==> config.mk <==
export PLATFORM = sky130hd
export DESIGN_NAME = i2c_master_ctrl
export DESIGN_NICKNAME = d
export VERILOG_FILES = /design/src/rtl/i2c_master_ctrl.sv
export SDC_FILE = /design/constraint.sdc
export NUM_CORES = 1
export LEC_CHECK = 0
export BUFFER_PORTS_ARGS = -buffer_cell sky130_fd_sc_hd__buf_2
export CAP_MARGIN = 20
export CORE_ASPECT_RATIO = 0.6
export CORE_MARGIN = 2
export CORE_UTILIZATION = 50
export CTS_CLUSTER_SIZE = 24
export DETAILED_ROUTE_END_ITERATION = 16
export PLACE_DENSITY = 0.72
export SKIP_CTS_REPAIR_TIMING = 1
export SLEW_MARGIN = 10
export SYNTH_ARGS = -nofsm -noshare
export SYNTH_HDL_FRONTEND = slang
export SYNTH_SLANG_ARGS = --single-unit
==> constraint.sdc <==
create_clock -name clk_i -period 2.4 [get_ports clk_i]
set_input_delay 0.24 -clock clk_i [delete_from_list [all_inputs] [get_ports clk_i]]
set_output_delay 0.24 -clock clk_i [all_outputs]
set_load 0.005 [all_outputs]
==> src/rtl/i2c_master_ctrl.sv <==
// rtl/i2c_master_ctrl.sv - byte-level START/bit/ACK/STOP sequencer for i2c_master_phy
// Optional per-command watchdog is enabled by defining I2C_MASTER_CTRL_TIMEOUT_EN.
module i2c_master_ctrl #(
    parameter int TIMEOUT_CYCLES = 1_000_000
) (
    input  logic       clk_i,
    input  logic       rst_i,
    input  logic       req_valid_i,
    output logic       req_ready_o,
    input  logic       req_start_i,
    input  logic       req_stop_i,
    input  logic       req_read_i,
    input  logic       req_nack_i,
    input  logic [7:0] req_data_i,
    output logic       resp_valid_o,
    output logic [7:0] resp_data_o,
    output logic       resp_ack_o,
    output logic [1:0] resp_status_o,
    output logic       owns_bus_o,
    output logic [2:0] phy_cmd_o,
    output logic       phy_data_o,
    input  logic       phy_data_i,
    input  logic       phy_cmd_done_i,
    input  logic       phy_arb_lost_i,
    input  logic       phy_bus_busy_i
);

    localparam logic [2:0] CMD_NOP   = 3'd0;
    localparam logic [2:0] CMD_START = 3'd1;
    localparam logic [2:0] CMD_STOP  = 3'd2;
    localparam logic [2:0] CMD_WRITE = 3'd3;
    localparam logic [2:0] CMD_READ  = 3'd4;

    localparam logic [1:0] ST_OK      = 2'd0;
    localparam logic [1:0] ST_ARB     = 2'd1;
    localparam logic [1:0] ST_TIMEOUT = 2'd2;
    localparam logic [1:0] ST_ILLEGAL = 2'd3;

    typedef enum logic [3:0] {
        S_IDLE, S_WAIT_BUS, S_START, S_TX_BIT, S_RX_BIT,
        S_RX_ACK, S_TX_ACK, S_STOP, S_ABORT, S_RESP
    } state_t;

    state_t      state, next_state;
    logic        lat_stop, lat_read, lat_nack;
    logic [7:0]  lat_data;
    logic [2:0]  bit_cnt;
    logic [7:0]  rx_data;
    logic        ack_bit;
    logic [1:0]  status;
    logic        cmd_state, bit_state, arb_hit, timeout_hit;
    logic        accept, illegal, ack_next, entering_resp;
    logic [1:0]  status_next;

    assign cmd_state = (state == S_START) || (state == S_TX_BIT) || (state == S_RX_BIT) ||
                       (state == S_RX_ACK) || (state == S_TX_ACK) || (state == S_STOP);
    assign bit_state = (state == S_TX_BIT) || (state == S_RX_BIT);
    assign arb_hit   = cmd_state && phy_arb_lost_i;
    assign accept    = (state == S_IDLE) && req_valid_i;
    assign illegal   = accept && !req_start_i && !owns_bus_o;

`ifdef I2C_MASTER_CTRL_TIMEOUT_EN
    localparam int TO_W = $clog2(TIMEOUT_CYCLES + 1);
    logic [TO_W-1:0] to_cnt;

    // Restarts whenever a new command is presented, i.e. on any state change or done.
    always_ff @(posedge clk_i or posedge rst_i) begin
        if (rst_i) begin
            to_cnt <= '0;
        end else if ((state != next_state) || phy_cmd_done_i) begin
            to_cnt <= '0;
        end else if (cmd_state || (state == S_ABORT)) begin
            to_cnt <= to_cnt + TO_W'(1);
        end
    end

    assign timeout_hit = (cmd_state || (state == S_ABORT)) && !phy_cmd_done_i &&
                         (to_cnt == TO_W'(TIMEOUT_CYCLES - 1));
`else
    logic unused_timeout;
    assign unused_timeout = (TIMEOUT_CYCLES != 0);
    assign timeout_hit    = 1'b0;
`endif

    always_ff @(posedge clk_i or posedge rst_i) begin
        if (rst_i) state <= S_IDLE;
        else       state <= next_state;
    end

    always_comb begin
        next_state = state;
        case (state)
            S_IDLE: begin
                if (req_valid_i) begin
                    if (illegal)                                          next_state = S_RESP;
                    else if (req_start_i && !owns_bus_o && phy_bus_busy_i) next_state = S_WAIT_BUS;
                    else if (req_start_i)                                  next_state = S_START;
                    else if (req_read_i)                                   next_state = S_RX_BIT;
                    else                                                   next_state = S_TX_BIT;
                end
            end
            S_WAIT_BUS: if (!phy_bus_busy_i) next_state = S_START;
            S_START:    if (phy_cmd_done_i) next_state = lat_read ? S_RX_BIT : S_TX_BIT;
            S_TX_BIT:   if (phy_cmd_done_i && bit_cnt == 3'd0) next_state = S_RX_ACK;
            S_RX_BIT:   if (phy_cmd_done_i && bit_cnt == 3'd0) next_state = S_TX_ACK;
            S_RX_ACK,
            S_TX_ACK:   if (phy_cmd_done_i) next_state = lat_stop ? S_STOP : S_RESP;
            S_STOP:     if (phy_cmd_done_i) next_state = S_RESP;
            S_ABORT:    if (phy_cmd_done_i) next_state = S_RESP;
            S_RESP:     next_state = S_IDLE;
            default:    next_state = S_IDLE;
        endcase
        // Losing arbitration outranks a coincident done and the watchdog.
        if (arb_hit)          next_state = phy_cmd_done_i ? S_RESP : S_ABORT;
        else if (timeout_hit) next_state = S_RESP;
    end

    always_comb begin
        req_ready_o  = (state == S_IDLE);
        resp_valid_o = (state == S_RESP);
        phy_cmd_o    = CMD_NOP;
        phy_data_o   = 1'b1;
        case (state)
            S_START:  phy_cmd_o = CMD_START;
            S_TX_BIT: begin
                phy_cmd_o  = CMD_WRITE;
                phy_data_o = lat_data[bit_cnt];
            end
            S_TX_ACK: begin
                phy_cmd_o  = CMD_WRITE;
                phy_data_o = lat_nack;
            end
            S_RX_BIT, S_RX_ACK: phy_cmd_o = CMD_READ;
            S_STOP:   phy_cmd_o = CMD_STOP;
            default:  phy_cmd_o = CMD_NOP;
        endcase
    end

    assign ack_next      = (state == S_RX_ACK && phy_cmd_done_i && !arb_hit) ? ~phy_data_i : ack_bit;
    assign status_next   = arb_hit ? ST_ARB : (timeout_hit ? ST_TIMEOUT : status);
    assign entering_resp = (next_state == S_RESP) && (state != S_RESP);

    always_ff @(posedge clk_i or posedge rst_i) begin
        if (rst_i) begin
            lat_stop      <= 1'b0;
            lat_read      <= 1'b0;
            lat_nack      <= 1'b0;
            lat_data      <= 8'h00;
            bit_cnt       <= 3'd7;
            rx_data       <= 8'h00;
            ack_bit       <= 1'b0;
            status        <= ST_OK;
            owns_bus_o    <= 1'b0;
            resp_data_o   <= 8'h00;
            resp_ack_o    <= 1'b0;
            resp_status_o <= ST_OK;
        end else begin
            if (accept) begin
                lat_stop <= req_stop_i;
                lat_read <= req_read_i;
                lat_nack <= req_nack_i;
                lat_data <= req_data_i;
                rx_data  <= 8'h00;
                ack_bit  <= 1'b0;
                status   <= ST_OK;
            end
            if (bit_state) begin
                if (phy_cmd_done_i) bit_cnt <= bit_cnt - 3'd1;
            end else begin
                bit_cnt <= 3'd7;
            end
            if (state == S_RX_BIT && phy_cmd_done_i && !arb_hit) rx_data[bit_cnt] <= phy_data_i;
            ack_bit <= ack_next;
            if (cmd_state || state == S_ABORT) status <= status_next;

            if (arb_hit || timeout_hit)                               owns_bus_o <= 1'b0;
            else if (state == S_START && phy_cmd_done_i)              owns_bus_o <= 1'b1;
            else if (state == S_STOP && phy_cmd_done_i)               owns_bus_o <= 1'b0;

            if (entering_resp) begin
                if (state == S_IDLE) begin
                    resp_data_o   <= 8'h00;
                    resp_ack_o    <= 1'b0;
                    resp_status_o <= ST_ILLEGAL;
                end else begin
                    resp_data_o   <= lat_read ? rx_data : 8'h00;
                    resp_ack_o    <= !lat_read && ack_next;
                    resp_status_o <= status_next;
                end
            end
        end
    end

endmodule

**Yosys cells after proc, flatten, opt, wreduce, memory -nomap -nowiden**

Index checks and enable logic that the tools add are counted.

- Register bits: 41
- Bits in latches: 0
- RAM bits: 0
- Memory bits (read-only): 0
- Bits of input ports: 19
- Output and inout port bits: 18
- Memories kept: 0

- $add $sub $neg: 1
- $mul: 0
- Divide/modulo/power cells: 0
- Order comparisons: 2
- Eq/ne operators: 12
- Shifts and indexed selects: 0
- Mux-type cells: 38
- Bitwise operators: 1
- Reductions and logical operators: 35

Operator list:

| operator | count |
|---|---|
| $mux 4 | 10 |
| $mux 8 | 4 |
| $pmux 4 s7 | 1 |
| $mux 3 | 6 |
| $eq 4x3->1 const B | 4 |
| $logic_and 1x1->1 | 16 |
| $eq 4x4->1 const B | 3 |
| $pmux 3 s4 | 1 |
| $bwmux 8 | 1 |
| $eq 4x2->1 const B | 2 |
| $mux 1 | 8 |
| $mux 2 | 4 |
| $reduce_or 2->1 | 4 |
| $logic_or 1x1->1 | 7 |
| $eq 4x1->1 const B | 1 |
| $logic_not 1->1 | 4 |
| $logic_not 4->1 | 1 |
| $lt 3x4->1 const B | 1 |
| $ne 4x4->1 const B | 1 |
| $bmux 1 s3 | 1 |
| $demux 1 s3 | 1 |
| $ge 3x1->1 const B | 1 |
| $logic_not 3->1 | 1 |
| $reduce_bool 3->1 | 1 |
| other kinds (5) | 5 |

**Depth between registers and ports, before layout**

Gate-level depths: netlist of the first run.

- Word-level depth: 12
- Mapped depth: 8
- Mapped depth without buffers: 7

**Least setup slack after synthesis of the first run**

OpenSTA, ideal clock, no wires.

- Path type: reg2reg
- From: reg state[2]
- To: reg resp_status_o[0]
- Arrival: 1.891 ns
- Slack: 0.384 ns
- Cell stages (with the launch flop): 8
- Buffers on the path: 2
- Clock period less this slack: 2.016 ns
- Cell sequence: dfrtp_1 > buf_6 > or2_2 > and3_1 > and2_1 > o2111ai_2 > buf_6 > mux2_4

- Cells in the longest elaborated chain, start to end: 10
- Elaborated cells between the ends (all ways): 35
- Those cells by class: eq/ne: 10; mux: 12; reduce/logical: 13

RTL lines:

| what | line | source |
|---|---|---|
| from (decl) | 44 | `state_t state, next_state;` |
| from (signal assigned) | 87 | `else state <= next_state;` |
| $logic_not 4->1 / $eq 4x2->1 (equally long branches) | - |  |
| $logic_and 1x1->1 / $logic_or 1x1->1 (equally long branches) | 59, 55 |  |
| $logic_and 1x1->1 / $logic_or 1x1->1 (equally long branches) (2 in series) | 60, 55 |  |
| $mux 4 / $logic_or 1x1->1 (equally long branches) | 95, 56 |  |
| $mux 4 / $logic_or 1x1->1 (equally long branches) | 94, 56 |  |
| $pmux 4 s7 / $logic_and 1x1->1 (equally long branches) | 92, 58 |  |
| $mux 4 | 114 | `if (arb_hit) next_state = phy_cmd_done_i ? S_RESP : S_ABORT;` |
| $eq 4x4->1 | 141 | `assign entering_resp = (next_state == S_RESP) && (state != S_RESP);` |
| $logic_and 1x1->1 | 141 |  |
| to (signal assigned) | 188 | `resp_status_o <= status_next;` |
| to (decl) | 18 | `output logic [1:0] resp_status_o,` |

Parallel ways exist; a longest one is shown, timed or not.
A chain may end at the register's enable or synchronous reset.

**Worst setup path after layout of the first run**

- From: reg bit_cnt[1]
- To: out phy_data_o

- Cells in the longest elaborated chain, start to end: 3

RTL lines:

| what | line | source |
|---|---|---|
| from (decl) | 47 | `logic [2:0] bit_cnt;` |
| from (signal assigned) | 168 | `if (phy_cmd_done_i) bit_cnt <= bit_cnt - 3'd1;` |
| $bmux 1 s3 | 127 | `phy_data_o = lat_data[bit_cnt];` |
| $mux 1 (not written as such) | 127 |  |
| $pmux 1 s2 | 123 | `case (state)` |
| to (decl) | 21 | `output logic phy_data_o,` |

No other way between the ends. The select of a mux whose other input is x is not followed.

==> flow_summary.toml, run 1 <==
[status]
outcome = "finished, final reports clean"

[finish]
final_cell_mix = "38 x dfrtp_1, 36 x buf_2, 35 x nand2_1, 20 x inv_1, 15 x mux2i_1"
antenna_cells = 0
areaGrowthSynthToFinish_pct = 15.31
num-nets-final = 288
drive_above_1_share = 0.2985
final_common_cell = "dfrtp_1"

[global_routing]
overflow = 0
antenna_found_initial = 0
grt_use_total = 0.2142
grt_max_degree = 42
grt_pass1_vias = 1680
grt_pass1_wl_mm = 8.521

[drt]
drt_wl_total_mm = 4.963
routedWlPerCell_um = 15.13
vias = 1760
drtIter0Drc = 142
avgViaCountPerCell = 5.366
postRouteAntennaNets = 0
dr.pass1.iters = 4
drt_drc_violations_left = 0

[critical_path]
cp-start-kind = "flip-flop"
crit_chain = "mux4_2 > nand2_1 > nand3_1 > o21ai_0 > nand2_1 > buf_2"
worst_path_largest_cell_delay_ns = 0.67
worst_setup_path_end_kind = "primary output"
path_delay_family = "flip-flops"
cp.depth = 6
arrival_ns = 1.96
r2r-end = "resp_data_o[4]"
cp_max_fo = 11
worst-path-buf-inv = 1
worst-setup-path-type = "flip-flop to primary output"
worstReg2RegStart = "state[2]"
reg2reg_slack_ns = 0.24
cpMostUsedCell = "nand2_1"
r2r_cells = 6
cpMaxStageDelayCell = "dfstp_2"
required_ns = 2.16

[floorplan]
initial_core_util = 0.5357
dieArea_mm2 = 0.005083
core-area_mm2 = 0.004212
die_width_um = 90.72
rows = 18
pin_count = 37
die_h_um = 56.03

[clock_tree]
cts_tree = "yes"
root_buffer = "clkbuf_8"
clockBufferDepth = 2
h-tree-depth = 2
cts_buffers = 5
clock-sinks = 41
clock_latency_ns = 0.29
path_clk_slew_ns = 0.08

[synthesis]
synthesis.area_mm2 = 0.002256
syn_nets = 248
ys_dominant_reg_cell = "dfrtp_1"
ys_types = 53
syn_inst = 227
ys_ff_latch = 41
post_synth.cell_area_avg_um2 = 9.938
synth.yosys.seq_area_share = 0.4565
synth_edf_count = 0
synth-async-reset-ratio = 1.000
yosys_warnings = 0

[timing]
finalSetupTns_ns = 0
worst_pin_slew_ns = 0.5192
slew-limit-headroom = 0.6539
setup_viol = 0
skew_ns = 0.004968
rsz0062_at_grt = "false"
hold_viol_final = 0
fin_crit_ns = 2.198
fmax_mhz = 455.0
slew_violations = 0
finalCritPeriodShare = 0.9157
fin_hold_ws_ns = 0.07200

[power_and_ir_drop]
powerDensity_mw_per_mm2 = 1097
clock_power_share = 0.152
seqPwrFrac = 0.390
comb_power_share = 0.458
intPower_mw = 1.761
switchingPower_mw = 1.092
ir_worst_vdd_mv = 0.5455
switching_share = 0.3826
leakagePower_nw = 1.286
power_mw = 2.853

[flow_run]
cap_violations = 0

[placement]
gp_congestion = 0.8889
dp_hpwl_mm = 3.753
numPortBuffers = 36

[worst_hold_path]
holdCritPathClass = "primary input to asynchronous set/reset pin"
[registers in the layout, summed over array words and instances, names as in the netlist, 2 cells and up]
register / cells
lat_data: 8
resp_data_o: 8
rx_data: 8
state: 4
bit_cnt: 3
resp_status_o: 2
status: 2
[worst max path at each step]
stage                     startpoint                to  slack (ns)
after floorplan             state[2]  resp_status_o[0]        0.38
after global placement      state[3]    resp_data_o[1]        0.42
after detailed placement    state[2]    resp_data_o[4]        0.24
after CTS                 bit_cnt[1]        phy_data_o        0.18
after global routing        state[3]    resp_data_o[4]        0.08
final                     bit_cnt[1]        phy_data_o        0.20
[power by group through the flow]
stage | logic (mW) | registers [mW] | clock network (mW)
floorplan | 0.986 | 1.04 | 0
global placement | 1.28 | 1.11 | 0
detailed placement | 1.31 | 1.12 | 0
CTS | 1.31 | 1.11 | 0.446
global route | 1.45 | 1.14 | 0.485
finish | 1.31 | 1.11 | 0.433
[cell type report]
class	count	area, um2
Clock buffer	6	72.57
Sequential cell	41	1030
Clock inverter	2	10.01
Inverter	21	78.83
Timing Repair Buffer	46	255.2
Fill cell	370	1610
Multi-Input combinational cell	152	1080
Tap cell	60	75.07
[cell usage after synthesis, types with 4 or more instances]
master | n | area share
a21oi_1 | 7 | 0.016
and2_1 | 4 | 0.011
clkbuf_1 | 6 | 0.010
dfrtp_1 | 38 | 0.42
inv_1 | 20 | 0.033
mux2_2 | 12 | 0.060
mux2i_1 | 15 | 0.067
nand2_1 | 35 | 0.058
nand3_1 | 4 | 0.0089
nor2_1 | 14 | 0.023
o21ai_0 | 7 | 0.016
[cell families after synthesis]
family	count (synthesis)	synth area share
flops	41	0.4565
buf+inv	34	0.06489
fa+ha+maj	3	0.01553
mux	30	0.1531
compound gates	35	0.1193
xor+xnor	3	0.01165
simple gates	81	0.1792
[per-stage QoR]
stage          utilization  instance area, um2  setup WS [ns]  instances
3_3_place_gp        0.5980                2519         0.4166        320
6_report            0.6176                2601         0.2024        328
2_1_floorplan            -                2256         0.3842        227
5_1_grt             0.6176                2601        0.08159        328
4_1_cts             0.6176                2601         0.1824        328
3_5_place_dp        0.5980                2519         0.2397        320
[layer usage]
layer,vias up,wire [um],global-route usage,part of all wire
met1,832,2539,0.3379,0.51
met2,61,1930,0.2793,0.39
met3,4,448,0.06775,0.090
met5,-,0,0,0
li1,863,-,-,-
met4,0,44,0.04615,0.0089
[worst min-delay path, stage by stage]
cell and delay, ns:
buf_2 0.09, inv_1 0.04, buf_4 0.44
Note: power is estimated with default switching activity, not from simulation.
==> run 2, diff against run 1 <==
--- a/config.mk
+++ b/config.mk
@@ -13,6 +13,7 @@
 export CTS_CLUSTER_SIZE = 24
 export DETAILED_ROUTE_END_ITERATION = 16
 export PLACE_DENSITY = 0.72
+export RECOVER_POWER = 50
 export SKIP_CTS_REPAIR_TIMING = 1
 export SLEW_MARGIN = 10
 export SYNTH_ARGS = -nofsm -noshare
==> run 2 against run 1 <==
  * Critical endpoint unchanged
  * Core utilization is 0.15 points lower
  * Die area stayed put
  * Sequential share of layout area is 0.095 points higher
  * Sequential power hardly changed
==> flow_summary.toml, run 2 (synthesis results as in run 1) <==
[drt]
drtIter0Drc = 142
avgViaCountPerCell = 5.345
drt_wl_total_mm = 4.945
routedWlPerCell_um = 15.08
postRouteAntennaNets = 0
vias = 1753
drt_drc_violations_left = 0
dr.pass1.iters = 4

[timing]
finalCritPeriodShare = 0.9118
worst_pin_slew_ns = 1.021
hold_viol_final = 0
finalSetupTns_ns = 0
slew-limit-headroom = 0.3192
skew_ns = 0.005161
setup_viol = 0
fmax_mhz = 457.0
rsz0062_at_grt = "false"
slew_violations = 0
fin_crit_ns = 2.188

[finish]
final_common_cell = "dfrtp_1"
fin_util = 0.6162
num-nets-final = 288
antenna_cells = 0
reg.largest.list = "lat_data x8, resp_data_o x8, rx_data x8"
multiInputGateArea_mm2 = 0.001080
areaGrowthSynthToFinish_pct = 15.03
drive_above_1_share = 0.2873
fillers = 374
final_cell_mix = "38 x dfrtp_1, 35 x nand2_1, 33 x buf_2, 20 x inv_1, 15 x mux2i_1"
regArea_mm2 = 0.001030

[floorplan]
pin_count = 37
die_h_um = 56.03
core-area_mm2 = 0.004212
die_width_um = 90.72
rows = 18
dieArea_mm2 = 0.005083
initial_core_util = 0.5357

[power_and_ir_drop]
powerDensity_mw_per_mm2 = 1097
leakagePower_nw = 1.273
ir_worst_vdd_mv = 0.5452

[global_routing]
grt_pass1_wl_mm = 8.521
overflow = 0
grt_use_total = 0.2142
grt_max_degree = 42
grt_pass1_vias = 1680
antenna_found_initial = 0

[clock_tree]
path_clk_slew_ns = 0.08
cts_buffers = 5
root_buffer = "clkbuf_8"
clock_latency_ns = 0.29
clock-sinks = 41
h-tree-depth = 2
cts_tree = "yes"
clockBufferDepth = 2

[worst_hold_path]
holdCritPathClass = "primary input to flip-flop"
min_path_cells = 2
hold_end = "lat_nack"
worstHoldStart = "req_nack_i"

[critical_path]
worst_setup_path_end_kind = "primary output"
worst_path_largest_cell_delay_ns = 0.66
required_ns = 2.16
cp-start-kind = "flip-flop"
cp_max_fo = 11
reg2reg_slack_ns = 0.25
cpMostUsedCell = "nand2_1"
crit_chain = "mux4_2 > nand2_1 > nand3_1 > o21ai_0 > nand2_1 > buf_2"
r2r_cells = 6
worstReg2RegStart = "state[2]"
cpMaxStageDelayCell = "dfstp_2"
worst-setup-path-type = "flip-flop to primary output"
arrival_ns = 1.95
r2r-end = "resp_data_o[4]"

[status]
outcome = "finished, final reports clean"

[placement]
numPortBuffers = 36
dp_hpwl_mm = 3.753
gp_congestion = 0.8889

[flow_run]
cap_violations = 0
run 2: through the flow:
| stage | hold slack [ns] | cells | power, mW | setup slack, ns | instance area (um2) |
|---|---|---|---|---|---|
| 6_report | 0.1747 | 328 | 2.846 | 0.2116 | 2595 |
| 5_1_grt | 0.1712 | 328 | 3.073 | 0.08159 | 2595 |
| 4_1_cts | 0.07984 | 328 | 2.870 | 0.1824 | 2601 |
| 3_5_place_dp | 0.3941 | 320 | 2.432 | 0.2397 | 2519 |
| 3_3_place_gp | 0.3901 | 320 | 2.392 | 0.4166 | 2519 |
| 2_1_floorplan | 0.3916 | 227 | 2.022 | 0.3842 | 2256 |
run 2: per-layer routing:
metal	track usage	share of wire	routed length (um)	up-vias
met5	0	0	0	-
met4	0.04615	0.0089	44	0
met3	0.06775	0.090	446	4
met2	0.2793	0.39	1930	61
met1	0.3379	0.51	2522	824
li1	-	-	-	864
run 2: layout make-up:
class | instances | share of cell area
Multi-Input combinational cell | 152 | 0.4161
Sequential cell | 41 | 0.3968
Timing Repair Buffer | 46 | 0.09595
Inverter | 21 | 0.03038
Tap cell | 60 | 0.02893
Clock buffer | 6 | 0.02797
Clock inverter | 2 | 0.003857
run 2: critical path, delay by kind of cell, from the launching register on:
family          cells  cell delay (ns)
flops               1             0.66
mux                 1             0.52
simple gates        3             0.21
compound gates      1             0.14
buf+inv             1             0.13
run 2: worst max-delay path by stage:
stage,start,to,slack [ns],cells after the start
floorplan,state[2],resp_status_o[0],0.38,7
global placement,state[3],resp_data_o[1],0.42,6
detailed placement,state[2],resp_data_o[4],0.24,6
CTS,bit_cnt[1],phy_data_o,0.18,6
global route,state[3],resp_data_o[4],0.08,6
finish,bit_cnt[1],phy_data_o,0.21,6
run 2: power breakdown:
| part | leakage, nW | internal, mW | switching [mW] |
|---|---|---|---|
| Sequential | 0.523 | 0.914 | 0.200 |
| Clock | 0.0450 | 0.202 | 0.231 |
| Combinational | 0.705 | 0.641 | 0.659 |
| Total | 1.27 | 1.76 | 1.09 |
